===== src/rtl/gpu_vram_arbiter.sv =====
// gpu_vram_arbiter
//   Shares the single VRAM port between the pixel renderer and the CPU bus bridge.
//   The renderer owns the port inside the render window, which covers the visible
//   area plus a PREFETCH-clock priming slot before each visible line. CPU requests
//   are queued in a small FIFO and issued one per cycle outside the window. CPU
//   read data returns as a one-cycle pulse two cycles after issue.
//
//   Optional feature: define VRAM_ARB_STATS_EN to build a saturating counter of
//   cycles in which the CPU presented a request that the full FIFO refused.
//   Without the macro, cpu_stall_cycles is tied to zero.
//
// Ports
//   clk_pixel, rst_n                   pixel clock, async active-low reset
//   h_count, v_count, render_en        raster position and graphics-mode enable
//   rnd_addr / rnd_data                renderer address in, read data out (= vram_q)
//   cpu_req_valid/ready/we/addr/wdata  CPU request handshake into the FIFO
//   cpu_rd_valid / cpu_rd_data         CPU read return (one-cycle pulse)
//   fifo_level                         current FIFO occupancy
//   vram_addr/we/wdata, vram_q         VRAM macro port
//   cpu_stall_cycles                   stall statistic (see above)
module gpu_vram_arbiter #(
  parameter int unsigned FIFO_DEPTH = 4,
  parameter int unsigned H_ACTIVE   = 640,
  parameter int unsigned H_TOTAL    = 800,
  parameter int unsigned V_ACTIVE   = 400,
  parameter int unsigned V_TOTAL    = 525,
  parameter int unsigned PREFETCH   = 4
) (
  input  logic                          clk_pixel,
  input  logic                          rst_n,
  input  logic [9:0]                    h_count,
  input  logic [9:0]                    v_count,
  input  logic                          render_en,
  input  logic [14:0]                   rnd_addr,
  output logic [7:0]                    rnd_data,
  input  logic                          cpu_req_valid,
  output logic                          cpu_req_ready,
  input  logic                          cpu_req_we,
  input  logic [14:0]                   cpu_req_addr,
  input  logic [7:0]                    cpu_req_wdata,
  output logic                          cpu_rd_valid,
  output logic [7:0]                    cpu_rd_data,
  output logic [$clog2(FIFO_DEPTH):0]   fifo_level,
  output logic [14:0]                   vram_addr,
  output logic                          vram_we,
  output logic [7:0]                    vram_wdata,
  input  logic [7:0]                    vram_q,
  output logic [15:0]                   cpu_stall_cycles
);

  localparam int unsigned PtrW = (FIFO_DEPTH > 1) ? $clog2(FIFO_DEPTH) : 1;
  localparam int unsigned LvlW = $clog2(FIFO_DEPTH) + 1;

  typedef logic [PtrW-1:0] ptr_t;
  typedef logic [LvlW-1:0] lvl_t;

  localparam logic [9:0] HActive   = 10'(H_ACTIVE);
  localparam logic [9:0] HPrefetch = 10'(H_TOTAL - PREFETCH);
  localparam logic [9:0] VActive   = 10'(V_ACTIVE);
  localparam logic [9:0] VPreLast  = 10'(V_ACTIVE - 1);
  localparam logic [9:0] VLast     = 10'(V_TOTAL - 1);
  localparam lvl_t       LvlFull   = lvl_t'(FIFO_DEPTH);

  // ---------------------------------------------------------------------------
  // Render window
  // ---------------------------------------------------------------------------
  logic render_win;

  always_comb begin
    render_win = 1'b0;
    if (render_en) begin
      if (v_count < VActive && h_count < HActive) begin
        render_win = 1'b1;
      end
      // Priming slot at the end of a line that precedes a visible line; the
      // last frame line primes line 0 of the next frame.
      if (h_count >= HPrefetch && (v_count < VPreLast || v_count == VLast)) begin
        render_win = 1'b1;
      end
    end
  end

  // ---------------------------------------------------------------------------
  // CPU request FIFO
  // ---------------------------------------------------------------------------
  logic [14:0] addr_mem  [FIFO_DEPTH];
  logic        we_mem    [FIFO_DEPTH];
  logic [7:0]  wdata_mem [FIFO_DEPTH];

  ptr_t wr_ptr_q, rd_ptr_q;
  lvl_t level_q, level_d;
  logic fifo_full, fifo_empty;
  logic push, pop;

  assign fifo_full     = (level_q == LvlFull);
  assign fifo_empty    = (level_q == '0);
  // Readiness depends only on the registered level: no pass-through when full.
  assign cpu_req_ready = !fifo_full;
  assign push          = cpu_req_valid && cpu_req_ready;
  assign fifo_level    = level_q;

  always_comb begin
    level_d = level_q;
    if (push && !pop) begin
      level_d = level_q + lvl_t'(1);
    end else if (pop && !push) begin
      level_d = level_q - lvl_t'(1);
    end
  end

  always_ff @(posedge clk_pixel or negedge rst_n) begin
    if (!rst_n) begin
      wr_ptr_q <= '0;
      rd_ptr_q <= '0;
      level_q  <= '0;
    end else begin
      if (push) wr_ptr_q <= wr_ptr_q + ptr_t'(1);
      if (pop)  rd_ptr_q <= rd_ptr_q + ptr_t'(1);
      level_q <= level_d;
    end
  end

  // Payload storage needs no reset; occupancy is tracked by the pointers.
  always_ff @(posedge clk_pixel) begin
    if (push) begin
      addr_mem[wr_ptr_q]  <= cpu_req_addr;
      we_mem[wr_ptr_q]    <= cpu_req_we;
      wdata_mem[wr_ptr_q] <= cpu_req_wdata;
    end
  end

  // ---------------------------------------------------------------------------
  // Port mux
  // ---------------------------------------------------------------------------
  logic head_we;
  assign head_we = we_mem[rd_ptr_q];

  always_comb begin
    vram_addr  = rnd_addr;
    vram_we    = 1'b0;
    vram_wdata = '0;
    pop        = 1'b0;
    // A request pushed into an empty FIFO is not visible here until next cycle.
    if (!render_win && !fifo_empty) begin
      vram_addr  = addr_mem[rd_ptr_q];
      vram_we    = head_we;
      vram_wdata = wdata_mem[rd_ptr_q];
      pop        = 1'b1;
    end
  end

  assign rnd_data = vram_q;

  // ---------------------------------------------------------------------------
  // CPU read return: issue (N) -> vram_q valid (N+1) -> pulse (N+2)
  // ---------------------------------------------------------------------------
  logic       rd_issue_q;
  logic       rd_valid_q;
  logic [7:0] rd_data_q;

  always_ff @(posedge clk_pixel or negedge rst_n) begin
    if (!rst_n) begin
      rd_issue_q <= 1'b0;
      rd_valid_q <= 1'b0;
      rd_data_q  <= '0;
    end else begin
      rd_issue_q <= pop && !head_we;
      rd_valid_q <= rd_issue_q;
      if (rd_issue_q) rd_data_q <= vram_q;
    end
  end

  assign cpu_rd_valid = rd_valid_q;
  assign cpu_rd_data  = rd_data_q;

  // ---------------------------------------------------------------------------
  // Stall statistic
  // ---------------------------------------------------------------------------
`ifdef VRAM_ARB_STATS_EN
  logic [15:0] stall_q;

  always_ff @(posedge clk_pixel or negedge rst_n) begin
    if (!rst_n) begin
      stall_q <= '0;
    end else if (cpu_req_valid && !cpu_req_ready && stall_q != 16'hFFFF) begin
      stall_q <= stall_q + 16'd1;
    end
  end

  assign cpu_stall_cycles = stall_q;
`else
  assign cpu_stall_cycles = '0;
`endif

endmodule


===== config.mk =====
export PLATFORM = sky130hd
export DESIGN_NAME = gpu_vram_arbiter
export DESIGN_NICKNAME = d
export VERILOG_FILES = /design/src/rtl/gpu_vram_arbiter.sv
export SDC_FILE = /design/constraint.sdc
export NUM_CORES = 1
export LEC_CHECK = 0
export ABC_AREA = 1
export CORE_ASPECT_RATIO = 0.5
export CORE_MARGIN = 4
export CORE_UTILIZATION = 31
export CTS_BUF_LIST = sky130_fd_sc_hd__clkbuf_4 sky130_fd_sc_hd__clkbuf_8
export CTS_CLUSTER_DIAMETER = 100
export DETAILED_ROUTE_END_ITERATION = 10
export GPL_TIMING_DRIVEN = 1
export MAX_ROUTING_LAYER = met4
export PLACE_DENSITY = 0.55
export RECOVER_POWER = 50
export SLEW_MARGIN = 15
export SYNTH_ARGS = -nofsm -noshare
export SYNTH_HDL_FRONTEND = slang
export SYNTH_SLANG_ARGS = --single-unit

===== constraint.sdc =====
create_clock -name clk_pixel -period 3.7 [get_ports clk_pixel]
set_input_delay 0.74 -clock clk_pixel [delete_from_list [all_inputs] [get_ports clk_pixel]]
set_output_delay 0.74 -clock clk_pixel [all_outputs]
set_load 0.01 [all_outputs]

==> flow_summary.yaml, run 1 <==
timing:
  max_slew.worst_pin.slew_ps: 1628
  hold_violations: 0
  grt_setup_unrepaired: "no"
  slew-limit-headroom_pct: -8.526
  drv_slew: 50
  setup_tns_ps: 0
  finalWorstPathRequiredPeriod_ps: 3544
  timing.clock.skew_ps: 10.53
  finalSetupViolations: 0
  min_period_over_period_pct: 95.78
  achievable-frequency_ghz: 0.2822
synth:
  syn_area_mm2: 0.004966
  synth-edff-count: 96
  synthesis.area_per_instance_um2: 11.66
  post_synth_inst_count: 426
  synth_seq_area_share_pct: 66.62
  async_flop_share_pct: 15.04
  synth.top_cell.area_share_pct: 58.05
  cell_with_the_most_instances_after_synthesis: "edfxtp_1"
  synth_flop_cell: "edfxtp_1"
  post-synth-top-area-cell: "edfxtp_1"
  yosys_register_bits: 113
  synthTopCellsByCount: "96 x edfxtp_1, 57 x nor2_1, 51 x nand2_1"
  yosys-top-cells-area: "edfxtp_1 58%, dfrtp_1 8.6%, o21ai_0 4.9%"
  count_of_distinct_cell_types_in_the_synthesized_netlist: 30
  synth-warning-count: 0
global_routing:
  wire_length_of_the_first_global_routing_pass_um: 17970
  maximum_number_of_pins_on_one_net_before_global_route_repair: 51
  grt_overflow: 0
  grtUsageTotal_pct: 12.89
  antenna_found_initial: 0
  vias_in_the_first_global_route: 3267
power:
  fin_total_pwr_w: 0.005231
  static_leak_nw: 2.502
  irDropWorstVdd_v: 0.0002427
  powerDensity_mw_per_mm2: 787.1
status:
  outcome: "finished, violations left"
  violations_in_the_final_reports: "max-capacitance violations, max-slew violations"
detailed_routing:
  wl_per_cell_um: 14.88
  antenna_left: 0
  drt_pre_antenna_iters: 4
  drt_first_iter_violations: 199
  drc: 0
  route.detailed.vias_per_inst: 4.527
  detailroute.via_count: 3413
  finalWirelength_um: 11220
finish:
  finish.net_count: 615
  fillers: 1469
  drive_above_1_share_pct: 12.00
  areaGrowthSynthToFinish_pct: 33.84
  antenna_cells: 0
floorplan:
  die-height_um: 97.50
  dieArea_mm2: 0.01823
  fp.coreArea_mm2: 0.01553
  io_pins: 132
  placement_rows: 32
  die-width_um: 187.0
  initial_utilization_pct: 31.97
worst_setup_path:
  critical_path_peak_fanout: 17
  reg2reg_depth: 9
  cp.required_ps: 2960
  endpoint_of_the_most_critical_register_to_register_path: "fifo_level[2]"
  timing.reg2reg.setup_slack_ps: 1050
  cell_chain_of_the_critical_path: "clkdlybuf4s50_1 -> inv_1 -> nand2_1 -> nor2_1 -> nand3_1 -> nand2_1 -> nand2_1 -> nand2_1 -> nand2_2 -> nand2_4 -> buf_12 -> nand3_1 -> nand2_1 -> clkdlybuf4s50_1"
  cp-end-kind: "primary output"
  worst_path_largest_cell_delay_ps: 530
  timing.critical_path.mode_cell: "nand2_1"
  crit_path_top_delay_cell: "clkdlybuf4s50_1"
  r2r_start: "fifo_level[0]"
  startpoint_type: "input port"
  crit_arrival_ps: 2800
  timing_worst_setup_path_type: "in -> out"
placed_design:
  gp_congestion: 0.7495
  hpwl_um: 7076
  buffer_ports.inserted: 113
cts:
  cts_resized: 0
  cts-hold-fix-buffers: 0
  cts_num_sinks: 113
  numCtsBuffers: 17
  count_of_buffers_added_by_post_cts_timing_repair_for_setup: 0
  clk_latency_ps: 420
  clock_path_buffers: 2
  cts_tree: "yes"
  clk_root_buffer_cell: "clkbuf_8"
  cts.htree.levels: 4
  worst_setup_hold_path_clk_slew_ps: 70
worst_hold_path:
  worst_hold_path.num_cells: 1
  holdPathEnd: "cpu_rd_data[7]"
  holdCritPathClass: "reg -> reg"
  min-delay-start: "cpu_rd_data[7]"
run:
  cap_viol_max_count: 2
## through the flow
step | setup slack, ps | hold WS (ps) | instances | instance area, um^2 | util [%]
5_1_grt | 9.342 | 529.8 | 754 | 6646 | 42.78
3_5_place_dp | 147.4 | 494.1 | 723 | 6225 | 40.07
2_1_floorplan | 1071 | 351.9 | 441 | 5022 | -
4_1_cts | 133.5 | 511.5 | 754 | 6646 | 42.78
3_3_place_gp | 171.9 | 489.1 | 723 | 6225 | 40.07
6_report | 156.1 | 506.6 | 754 | 6646 | 42.78
## cell families after synthesis
group | Yosys count | share of synthesized area (%)
AOI/OAI and AO/OA | 78 | 8.592
adders and majority gates | 6 | 1.663
muxes | 8 | 1.814
other | 1 | 0.07551
xor gates and xnor gates | 4 | 0.7056
DFF | 113 | 66.62
and+or+nand+nor | 144 | 12.62
buffers and inverters | 72 | 7.911
## state kept, by name, summed over array words and instances, names as in the netlist
register	count
fifo_level	3
wr_ptr_q	2
we_mem	4
cpu_rd_valid	1
addr_mem	60
rd_issue_q	1
wdata_mem	32
rd_ptr_q	2
cpu_rd_data	8
## layout make-up
type | count | area [um^2] | area share (%)
clock inverters | 14 | 187.7 | 2.824
multi-input cells | 256 | 1336 | 20.11
well taps | 204 | 255.2 | 3.840
clock buffers | 17 | 234.0 | 3.520
flip-flops and latches | 113 | 3309 | 49.79
inverters | 28 | 105.1 | 1.581
repair buffers | 122 | 1219 | 18.34
## worst max path at each step
stage	start	slack [ps]	depth (start not counted)	endpoint
floorplan	v_count[5]	1070	16	fifo_level[2]
global placement	v_count[5]	170	13	vram_addr[13]
detailed placement	v_count[9]	150	14	vram_addr[1]
CTS	v_count[9]	130	14	vram_addr[1]
global route	v_count[9]	9	14	vram_addr[0]
finish	v_count[9]	160	14	vram_addr[1]
## critical path: cells and delay by family
kind | cells | cell delay [ps]
simple gates | 10 | 800
buf+inv | 4 | 1240
## layout by cell type (no fill, tap or decap), types with 3 or more instances in the layout
master,count
o21ai_0,49
dfrtp_1,16
dlygate4sd3_1,34
nor2_2,14
xor2_1,3
nand3_1,19
ha_1,5
bufinv_16,4
o22ai_1,23
edfxtp_1,96
buf_4,5
conb_1,16
mux2_2,8
inv_1,27
nor2_1,53
clkdlybuf4s50_1,78
a21oi_1,4
nand2_1,51
clkbuf_8,17
## power breakdown
| part | total, W | switching (W) | internal, W | leakage (nW) |
|---|---|---|---|---|
| sequential | 0.00182 | 0.000108 | 0.00172 | 1.08 |
| combinational | 0.00216 | 0.00118 | 0.000985 | 1.22 |
| clock | 0.00125 | 0.000518 | 0.000729 | 0.207 |
## layer usage
layer / GRT usage, % / share of wire [%] / wire (um)
met1: 16.18 / 47 / 5248
met4: 3.918 / 0.95 / 107
met2: 20.74 / 47 / 5220
met5: - / 0 / 0
met3: 3.302 / 5.7 / 640
(Power assumes the default switching activity.)
==> run 2, diff against run 1 <==
--- a/config.mk
+++ b/config.mk
@@ -16,7 +16,6 @@
 export MAX_ROUTING_LAYER = met4
 export PLACE_DENSITY = 0.55
 export RECOVER_POWER = 50
-export SLEW_MARGIN = 15
 export SYNTH_ARGS = -nofsm -noshare
 export SYNTH_HDL_FRONTEND = slang
 export SYNTH_SLANG_ARGS = --single-unit
==> results of run 2 <==
Final layout, timing and power as in run 1 (identical DEF).
==> run 3, diff against run 2 <==
--- a/config.mk
+++ b/config.mk
@@ -8,13 +8,13 @@
 export ABC_AREA = 1
 export CORE_ASPECT_RATIO = 0.5
 export CORE_MARGIN = 4
-export CORE_UTILIZATION = 31
-export CTS_BUF_LIST = sky130_fd_sc_hd__clkbuf_4 sky130_fd_sc_hd__clkbuf_8
+export CORE_UTILIZATION = 45
+export CTS_BUF_LIST = sky130_fd_sc_hd__clkbuf_2 sky130_fd_sc_hd__clkbuf_4 sky130_fd_sc_hd__clkbuf_8
 export CTS_CLUSTER_DIAMETER = 100
 export DETAILED_ROUTE_END_ITERATION = 10
 export GPL_TIMING_DRIVEN = 1
 export MAX_ROUTING_LAYER = met4
-export PLACE_DENSITY = 0.55
+export PLACE_DENSITY = 0.75
 export RECOVER_POWER = 50
 export SYNTH_ARGS = -nofsm -noshare
 export SYNTH_HDL_FRONTEND = slang
==> run 3 against run 2 <==
  * The flow still finishes with violations (max-capacitance violations, max-slew violations)
  * Largest cell class unchanged
  * Via count is 2.2% higher
  * Core utilization grew 20 points
  * Critical path type unchanged
  * Largest power group unchanged
  * Combinational power about the same
==> flow_summary.yaml, run 3 (synthesized netlist as in run 1, its figures left out) <==
status:
  outcome: "finished, violations left"
  violations_in_the_final_reports: "max-capacitance violations, max-slew violations"
finish:
  postLayoutCellArea_mm2: 0.006561
  drive_above_1_share_pct: 12.30
  antenna_cells: 0
  final_cell_mix: "96 x edfxtp_1, 79 x clkdlybuf4s50_1, 53 x nor2_1"
  fillers: 798
  largest_register_ffs: 60
  final_common_cell: "edfxtp_1"
  layout.cells.non_filler: 693
  regMostFlops: "addr_mem"
  finish.net_count: 617
  areaGrowthSynthToFinish_pct: 32.12
timing:
  setup_ws_ps: 196.7
  timing.clock.skew_ps: 6.407
  setup_tns_ps: 0
  drv_slew: 50
  finalWorstPathRequiredPeriod_ps: 3503
  hold_violations: 0
  slew-limit-headroom_pct: -6.417
  min_period_over_period_pct: 94.68
  achievable-frequency_ghz: 0.2854
  grt_setup_unrepaired: "no"
  finalSetupViolations: 0
  max_slew.worst_pin.slew_ps: 1596
worst_setup_path:
  crit_path_top_delay_cell: "clkdlybuf4s50_1"
  crit_arrival_ps: 2760
  cp.required_ps: 2960
  startpoint_type: "input port"
  cp_num_buf_inv: 3
  cp-end-kind: "primary output"
  cell_chain_of_the_critical_path: "clkdlybuf4s50_1 -> inv_1 -> nand2_1 -> nor2_1 -> nand4_1 -> nand2_1 -> nand2_1 -> nand2_2 -> nand2_4 -> nand2_8 -> nand2_1 -> nand2_1 -> clkdlybuf4s50_1"
  worst_path_largest_cell_delay_ps: 550
  critPathTopFamily: "buffers and inverters"
  timing_worst_setup_path_type: "in -> out"
  timing.critical_path.mode_cell: "nand2_1"
  critical_path_peak_fanout: 28
cts:
  cts_resized: 0
  worst_setup_hold_path_clk_slew_ps: 60
  clk_root_buffer_cell: "clkbuf_8"
  clock_path_buffers: 2
  cts_num_sinks: 113
  cts.htree.levels: 4
  numCtsBuffers: 17
  cts_tree: "yes"
  clk_latency_ps: 410
  cts-hold-fix-buffers: 0
  count_of_buffers_added_by_post_cts_timing_repair_for_setup: 0
floorplan:
  die-width_um: 156.6
  fp.coreArea_mm2: 0.01048
  io_pins: 132
  placement_rows: 26
  initial_utilization_pct: 47.41
  dieArea_mm2: 0.01288
  die-height_um: 82.28
detailed_routing:
  wl_per_cell_um: 15.97
  detailroute.via_count: 3488
  antenna_left: 0
  drc: 0
  finalWirelength_um: 11070
  drt_first_iter_violations: 201
  drt_pre_antenna_iters: 4
  route.detailed.vias_per_inst: 5.033
global_routing:
  grt_overflow: 0
  maximum_number_of_pins_on_one_net_before_global_route_repair: 51
  grtUsageTotal_pct: 18.16
  antenna_found_initial: 0
  wire_length_of_the_first_global_routing_pass_um: 17070
  vias_in_the_first_global_route: 3344
power:
  static_leak_nw: 2.491
  irDropWorstVdd_v: 0.0003234
  fin_total_pwr_w: 0.005183
  powerDensity_mw_per_mm2: 789.9
run:
  cap_viol_max_count: 2
placed_design:
  hpwl_um: 7066
  gp_congestion: 0.7459
  buffer_ports.inserted: 113
  placed_area_mm2: 0.006158
  post-place-cells: 661
  dpl_worst_slack_ps: 193.9
worst_hold_path:
  holdCritPathClass: "reg -> reg"
-- run 3: report_power, final --
group | internal (W) | switching (W) | total (W)
registers | 0.00172 | 0.000113 | 0.00183
logic | 0.000989 | 0.00118 | 0.00217
clock network | 0.000682 | 0.000503 | 0.00118
total | 0.00339 | 0.00180 | 0.00518
-- run 3: metal layers --
layer  wire length [um]  vias up  part of all wire [%]  track usage [%]
met3                877       14                   7.9            4.164
met5                  0        -                     0                -
li1                   -     1674                     -                -
met4                142        0                   1.3            6.753
met2               5535      146                    50            31.07
met1               4514     1654                    41            21.49
-- run 3: path summary, 6_finish.rpt --
path	from	end	slack, ps	cells after the start
max	v_count[5]	vram_addr[8]	200	13
min	cpu_rd_data[6]	cpu_rd_data[6]	510	1
max reg2reg	fifo_level[0]	addr_mem[2][8]	1170	5
min reg2reg	cpu_rd_data[6]	cpu_rd_data[6]	510	1
max in group asynchronous	rst_n	cpu_rd_data[5]	2260	1
min in group asynchronous	rst_n	wr_ptr_q[0]	890	1
-- run 3: cell type report --
type	count	area, um^2	area share, %
clock inverter	13	161.4	2.460
tap	140	175.2	2.670
inverter	28	105.1	1.602
clock buffer	19	249.0	3.795
timing repair buffer	124	1231	18.76
multi-input combinational	256	1331	20.29
sequential	113	3308	50.42
-- run 3: through the flow --
step,hold slack (ps),utilization [%]
after CTS,510.6,62.71
after global placement,490.4,58.79
after detailed placement,494.9,58.79
after floorplan,351.9,-
after global routing,530.0,62.64
final,507.5,62.64
-- run 3: worst register-to-register path, delay by kind of cell (launching register included) --
family,cells,cell delay [ps]
buffers and inverters,2,1250
flip-flops,1,430
AND/OR/NAND/NOR,3,440
==> RTL edit 1: new RTL, flow settings as in run 3 <==
`FIFO_DEPTH`: 4 -> 16.
--- a/src/rtl/gpu_vram_arbiter.sv
+++ b/src/rtl/gpu_vram_arbiter.sv
@@ -20,5 +20,5 @@
 //   cpu_stall_cycles                   stall statistic (see above)
 module gpu_vram_arbiter #(
-  parameter int unsigned FIFO_DEPTH = 4,
+  parameter int unsigned FIFO_DEPTH = 16,
   parameter int unsigned H_ACTIVE   = 640,
   parameter int unsigned H_TOTAL    = 800,
Interface: changed (resized fifo_level); port bits go from 132 to 134. The function was not compared with the original's and may differ.
==> RTL edit 1 against run 3 <==
Non-clock buffer count grew 39; area after synthesis grew to 3.4 times the old value; total power grew to 3.0 times the old value; sequential cell count grew 294; routed wire length grew to 3.8 times the old value; design area grew to 3.1 times the old value; critical path type is now reg -> out; setup slack lost 0.044 ns; largest power group unchanged.
==> RTL edit 1: results (changes against run 3) <==
- R2r worst-path depth: 13 (+8)
- Routing usage on met2: 32.8% (+1.7 points)
- RR Endpoint: fifo_level[4]
- Final WL: 42,100 um (+280%)
- Worst EP arrival: 2.81 ns (+0.05 ns)
- Pin count of the biggest net entering global routing: 99 (+94%)
- Level count of the clock H-tree: 2 (-2)
- Number of flops mapped to enable cells by yosys: 384 (+300%)
- Met1 Use GR: 25.9% (+4.4 points)
- Routability congestion estimate: 0.764 (+2.4%)
- Clk buf depth: 3 (+1)
- R2R Path Start: fifo_level[1]
- Most common library cells after synthesis: 384 x edfxtp_1, 217 x nand2_1, 194 x nor2_1, 134 x nand3_1, 132 x o21ai_0
- IO buf count: 115 (+1.8%)
- Relative slew margins: 56.4% (+63 points)
- Clk_skew: 0.0311 ns (+0.0246 ns)
- CTS buffer count: 56 (+39)
- Crit path launch type: flop
- Routing usage on met3: 2.94% (-1.2 points)
- Slowest-stage cell, CP: dfrtp_4
- Placed Instances: 1,935 (+190%)
- Hold endpoint: cpu_rd_data[1]
- Post-synth ARST share: 5.65% (-9.4 points)
- Post-synthesis xor/xnor area fraction: 0.414% (-0.29 points)
- CP max stage delay: 0.58 ns (+0.03 ns)
- Worst skew pair latency: 0.63 ns (+0.22 ns)
- 1st-pass router iterations: 5 (+1)
- Placed instance area: 18,800 um2 (+200%)
- Mux contribution to synthesized area: 0.533% (-1.3 points)
- Run status: finished clean
- Int Pwr: 9.71 mW (+190%)
- Distinct cell type count after synthesis: 31 (+3.3%)
- Drt initial violations: 1,157 (+480%)
- Layout Cells excl Fill: 2,050 (+200%)
- Largest cells by area after synthesis: edfxtp_1 68%, nand2_1 4.8%, nor2_1 4.3%
- Gr usage total: 20.0% (+1.8 points)
- Max VDD drop: 0.457 mV (+41%)
- Compound-Gate Fraction of Synth Area: 8.55% (-0.046 points)
- Initial antenna violation count: 2 (+2)
- Number of max-cap violations: 0 (-2)
- Nets: 1,600 (+160%)
- Leakage power: 7.19 nW (+190%)
- First-pass GRT wire length: 61,700 um (+260%)
- Number of global-route vias before repair: 10.8k (+220%)
- Setup slack, reg-to-reg: 0.84 ns (-0.33 ns)
- Synth Area per Inst: 12.1 um2 (+4.1%)
==> RTL edit 1: logic make-up after synthesis <==
kind of cell | count (synthesis)
AO/OA/AOI/OAI | 254
XOR/XNOR | 8
adder cells (fa/ha/maj) | 11
buffers and inverters | 154
flip-flops | 407
multiplexers | 8
other | 1
AND/OR/NAND/NOR | 550
==> RTL edit 1: final cells by class <==
type | instances | area, um2
Timing Repair Buffer | 163 | 2000
Tap cell | 484 | 606
Sequential cell | 407 | 12100
Inverter | 43 | 175
Fill cell | 2800 | 16300
Multi-Input combinational cell | 847 | 4180
Antenna cell | 2 | 5.00
Clock inverter | 29 | 185
Clock buffer | 75 | 920
==> RTL edit 1: timing repair <==
action / CTS / global route
setup endpoints to repair: 5 / 24
gates cloned: 1 / 6
pin swaps: 0 / 0
gates resized for setup: 2 / 30
buffers inserted: 0 / 2
==> RTL edit 1: metrics by stage <==
stage	hold WS (ns)	power [mW]	setup TNS [ns]	utilization, %
2_1_floorplan	0.352	9.44	0	-
3_3_place_gp	0.489	11.5	0	51.5
3_5_place_dp	0.495	11.7	0	51.5
4_1_cts	0.515	15.2	-0.00747	54.6
5_1_grt	0.530	16.3	-0.00295	55.3
6_report	0.511	15.5	0	55.3
==> RTL edit 1: critical path: cells and delay by family, from the launching register on <==
kind | cells | cell delay, ns
buffers and inverters | 3 | 0.93
AO/OA/AOI/OAI | 2 | 0.16
flip-flops | 1 | 0.58
AND/OR/NAND/NOR | 5 | 0.52
==> RTL edit 1: worst max-delay path by stage <==
stage	start	end	slack [ns]	cells after the start
after detailed placement	v_count[8]	vram_addr[8]	0.003	15
after global placement	v_count[5]	vram_addr[7]	0.01	15
final	rd_ptr_q[0]	vram_we	0.15	10
after global routing	v_count[4]	vram_wdata[5]	-0.003	14
after CTS	v_count[8]	vram_addr[11]	-0.007	14
after floorplan	v_count[5]	fifo_level[3]	0.92	17
==> RTL edit 1: layer usage <==
| layer | share of wire [%] | vias to the layer above | wire length [um] |
|---|---|---|---|
| met5 | 0 | - | 0 |
| met1 | 40 | 5513 | 16600 |
| met3 | 8.6 | 89 | 3630 |
| li1 | - | 5204 | - |
| met2 | 50 | 580 | 20900 |
| met4 | 2.2 | 0 | 913 |
==> RTL edit 1: power groups by stage <==
| stage | logic (mW) | registers, mW | clock network [mW] |
|---|---|---|---|
| after floorplan | 3.59 | 5.85 | 0 |
| after global placement | 5.68 | 5.86 | 0 |
| after detailed placement | 5.82 | 5.88 | 0 |
| after CTS | 5.94 | 5.79 | 3.44 |
| after global routing | 6.75 | 5.85 | 3.67 |
| final | 6.23 | 5.81 | 3.41 |
==> RTL edit 2: new RTL, config.mk and constraints of run 3 <==
Made on the original files. Put one more register stage on the output `fifo_level`, without a reset. The value now appears one clock later. The other outputs are not delayed to match.
--- a/src/rtl/gpu_vram_arbiter.sv
+++ b/src/rtl/gpu_vram_arbiter.sv
@@ -98,5 +98,7 @@
   assign cpu_req_ready = !fifo_full;
   assign push          = cpu_req_valid && cpu_req_ready;
-  assign fifo_level    = level_q;
+  always_ff @(posedge clk_pixel) begin
+    fifo_level <= level_q;
+  end
 
   always_comb begin
Function: changed (Yosys sat finds a counterexample within 4 cycles, from zero or initial values and one cycle with rst_n low).
==> RTL edit 2 against run 3 <==
The flow still finishes with violations (max-capacitance violations, max-slew violations); setup slack worse by 0.041 ns; routed wire length fell by 0.73%; via count is 1.3% lower; area after synthesis up 1.2%; first-iteration DRC count decreased by 13%; design area rose by 0.80%; critical path depth unchanged; total power down 0.27%; sequential cell count grew 3; critical path type unchanged.
==> RTL edit 2: results (changes against run 3) <==
- Failing checks: max-capacitance violations, max-slew violations
- Hold endpoint: fifo_level[2]
- Hold path depth: 0 (-1)
- Gr usage total: 17.5% (-0.65 points)
- Via density: 4.95 (-1.7%)
- Run status: finished, violations left
- R2r worst-path depth: 9 (+4)
- Routability congestion estimate: 0.755 (+1.2%)
- Drt initial violations: 174 (-13%)
- Fin. max-slew vios: 25 (-50%)
- HP Start: level_q[2]
- Crit path max fanout: 11 (-61%)
- Pre-CTS WS: 0.165 ns (-0.0293 ns)
- Largest cells by area after synthesis: edfxtp_1 57%, dfrtp_1 8.5%, o21ai_0 4.9%
- Layout cells sized above 1: 12.2% (-0.066 points)
- Synth Area per Inst: 11.7 um2 (+0.50%)
- Relative slew margins: -2.56% (+3.9 points)
- Sequential share of the synthesized area: 67.0% (+0.40 points)
- Number of max-cap violations: 1 (-1)
- Via count: 3,444 (-1.3%)
- Worst skew pair latency: 0.43 ns (+0.02 ns)
- Nets: 620 (+0.49%)
- Leakage power: 2.50 nW (+0.54%)
- Clk_skew: 0.00771 ns (+0.00130 ns)
- Placed Instances: 663 (+0.30%)
- Distinct cell type count after synthesis: 31 (+3.3%)
- Worst hold slack: 0.411 ns (-0.0964 ns)
- Final WL: 11,000 um (-0.73%)
- Post-detail-place hpwl: 7150 um (+1.2%)
- Worst EP arrival: 2.80 ns (+0.04 ns)
[RTL edit 2: changes by cell type after synthesis, sizes merged]
cell,before,now
dfxtp,0,3
[RTL edit 2: worst max-delay path, stage by stage]
cell             delay, ns
clkdlybuf4s50_1       0.51
nand2_1               0.07
nor2_1                0.10
nand3_1               0.07
nand2_1               0.06
nand2_1               0.04
nand2_1               0.06
nand2_2               0.08
nand2_8               0.14
buf_12                0.15
nand3_1               0.11
nand2_1               0.12
clkdlybuf4s50_1       0.54
[RTL edit 2: area by class of cell]
class | instances | area, um2 | area share (%)
clock buffers | 17 | 234 | 3.54
inverters | 28 | 105 | 1.59
multi-input cells | 257 | 1360 | 20.6
flip-flops and latches | 116 | 3370 | 50.9
repair buffers | 123 | 1210 | 18.4
clock inverters | 15 | 156 | 2.36
well taps | 140 | 175 | 2.65
[RTL edit 2: worst max path at each step]
| stage | startpoint | to | cells past startpoint |
|---|---|---|---|
| 5_1_grt | v_count[4] | vram_addr[9] | 14 |
| 3_3_place_gp | v_count[5] | vram_addr[0] | 13 |
| 4_1_cts | v_count[8] | vram_addr[9] | 13 |
| 6_report | v_count[8] | vram_addr[9] | 13 |
| 3_5_place_dp | v_count[5] | vram_addr[0] | 13 |
| 2_1_floorplan | v_count[5] | level_q[2] | 16 |
[RTL edit 2: cells by family after synthesis]
group | after synthesis | synth area share (%)
multiplexers | 8 | 1.79
other | 1 | 0.0746
AO/OA/AOI/OAI | 78 | 8.49
adder cells (fa/ha/maj) | 6 | 1.64
XOR/XNOR | 4 | 0.697
buffers and inverters | 72 | 7.82
AND/OR/NAND/NOR | 144 | 12.5
flip-flops | 116 | 67.0
[RTL edit 2: routing by layer]
metal  global-route usage [%]  part of all wire, %  vias up
met5                        -                    0        -
li1                         -                    -     1683
met2                     29.1                   48      135
met1                     20.4                   43     1613
met4                     7.73                  1.2        0
met3                     4.74                  7.5       13
[RTL edit 2: report_power, final]
group	switching [mW]	internal, mW
Clock	0.540	0.602
Combinational	1.16	0.987
Sequential	0.117	1.76
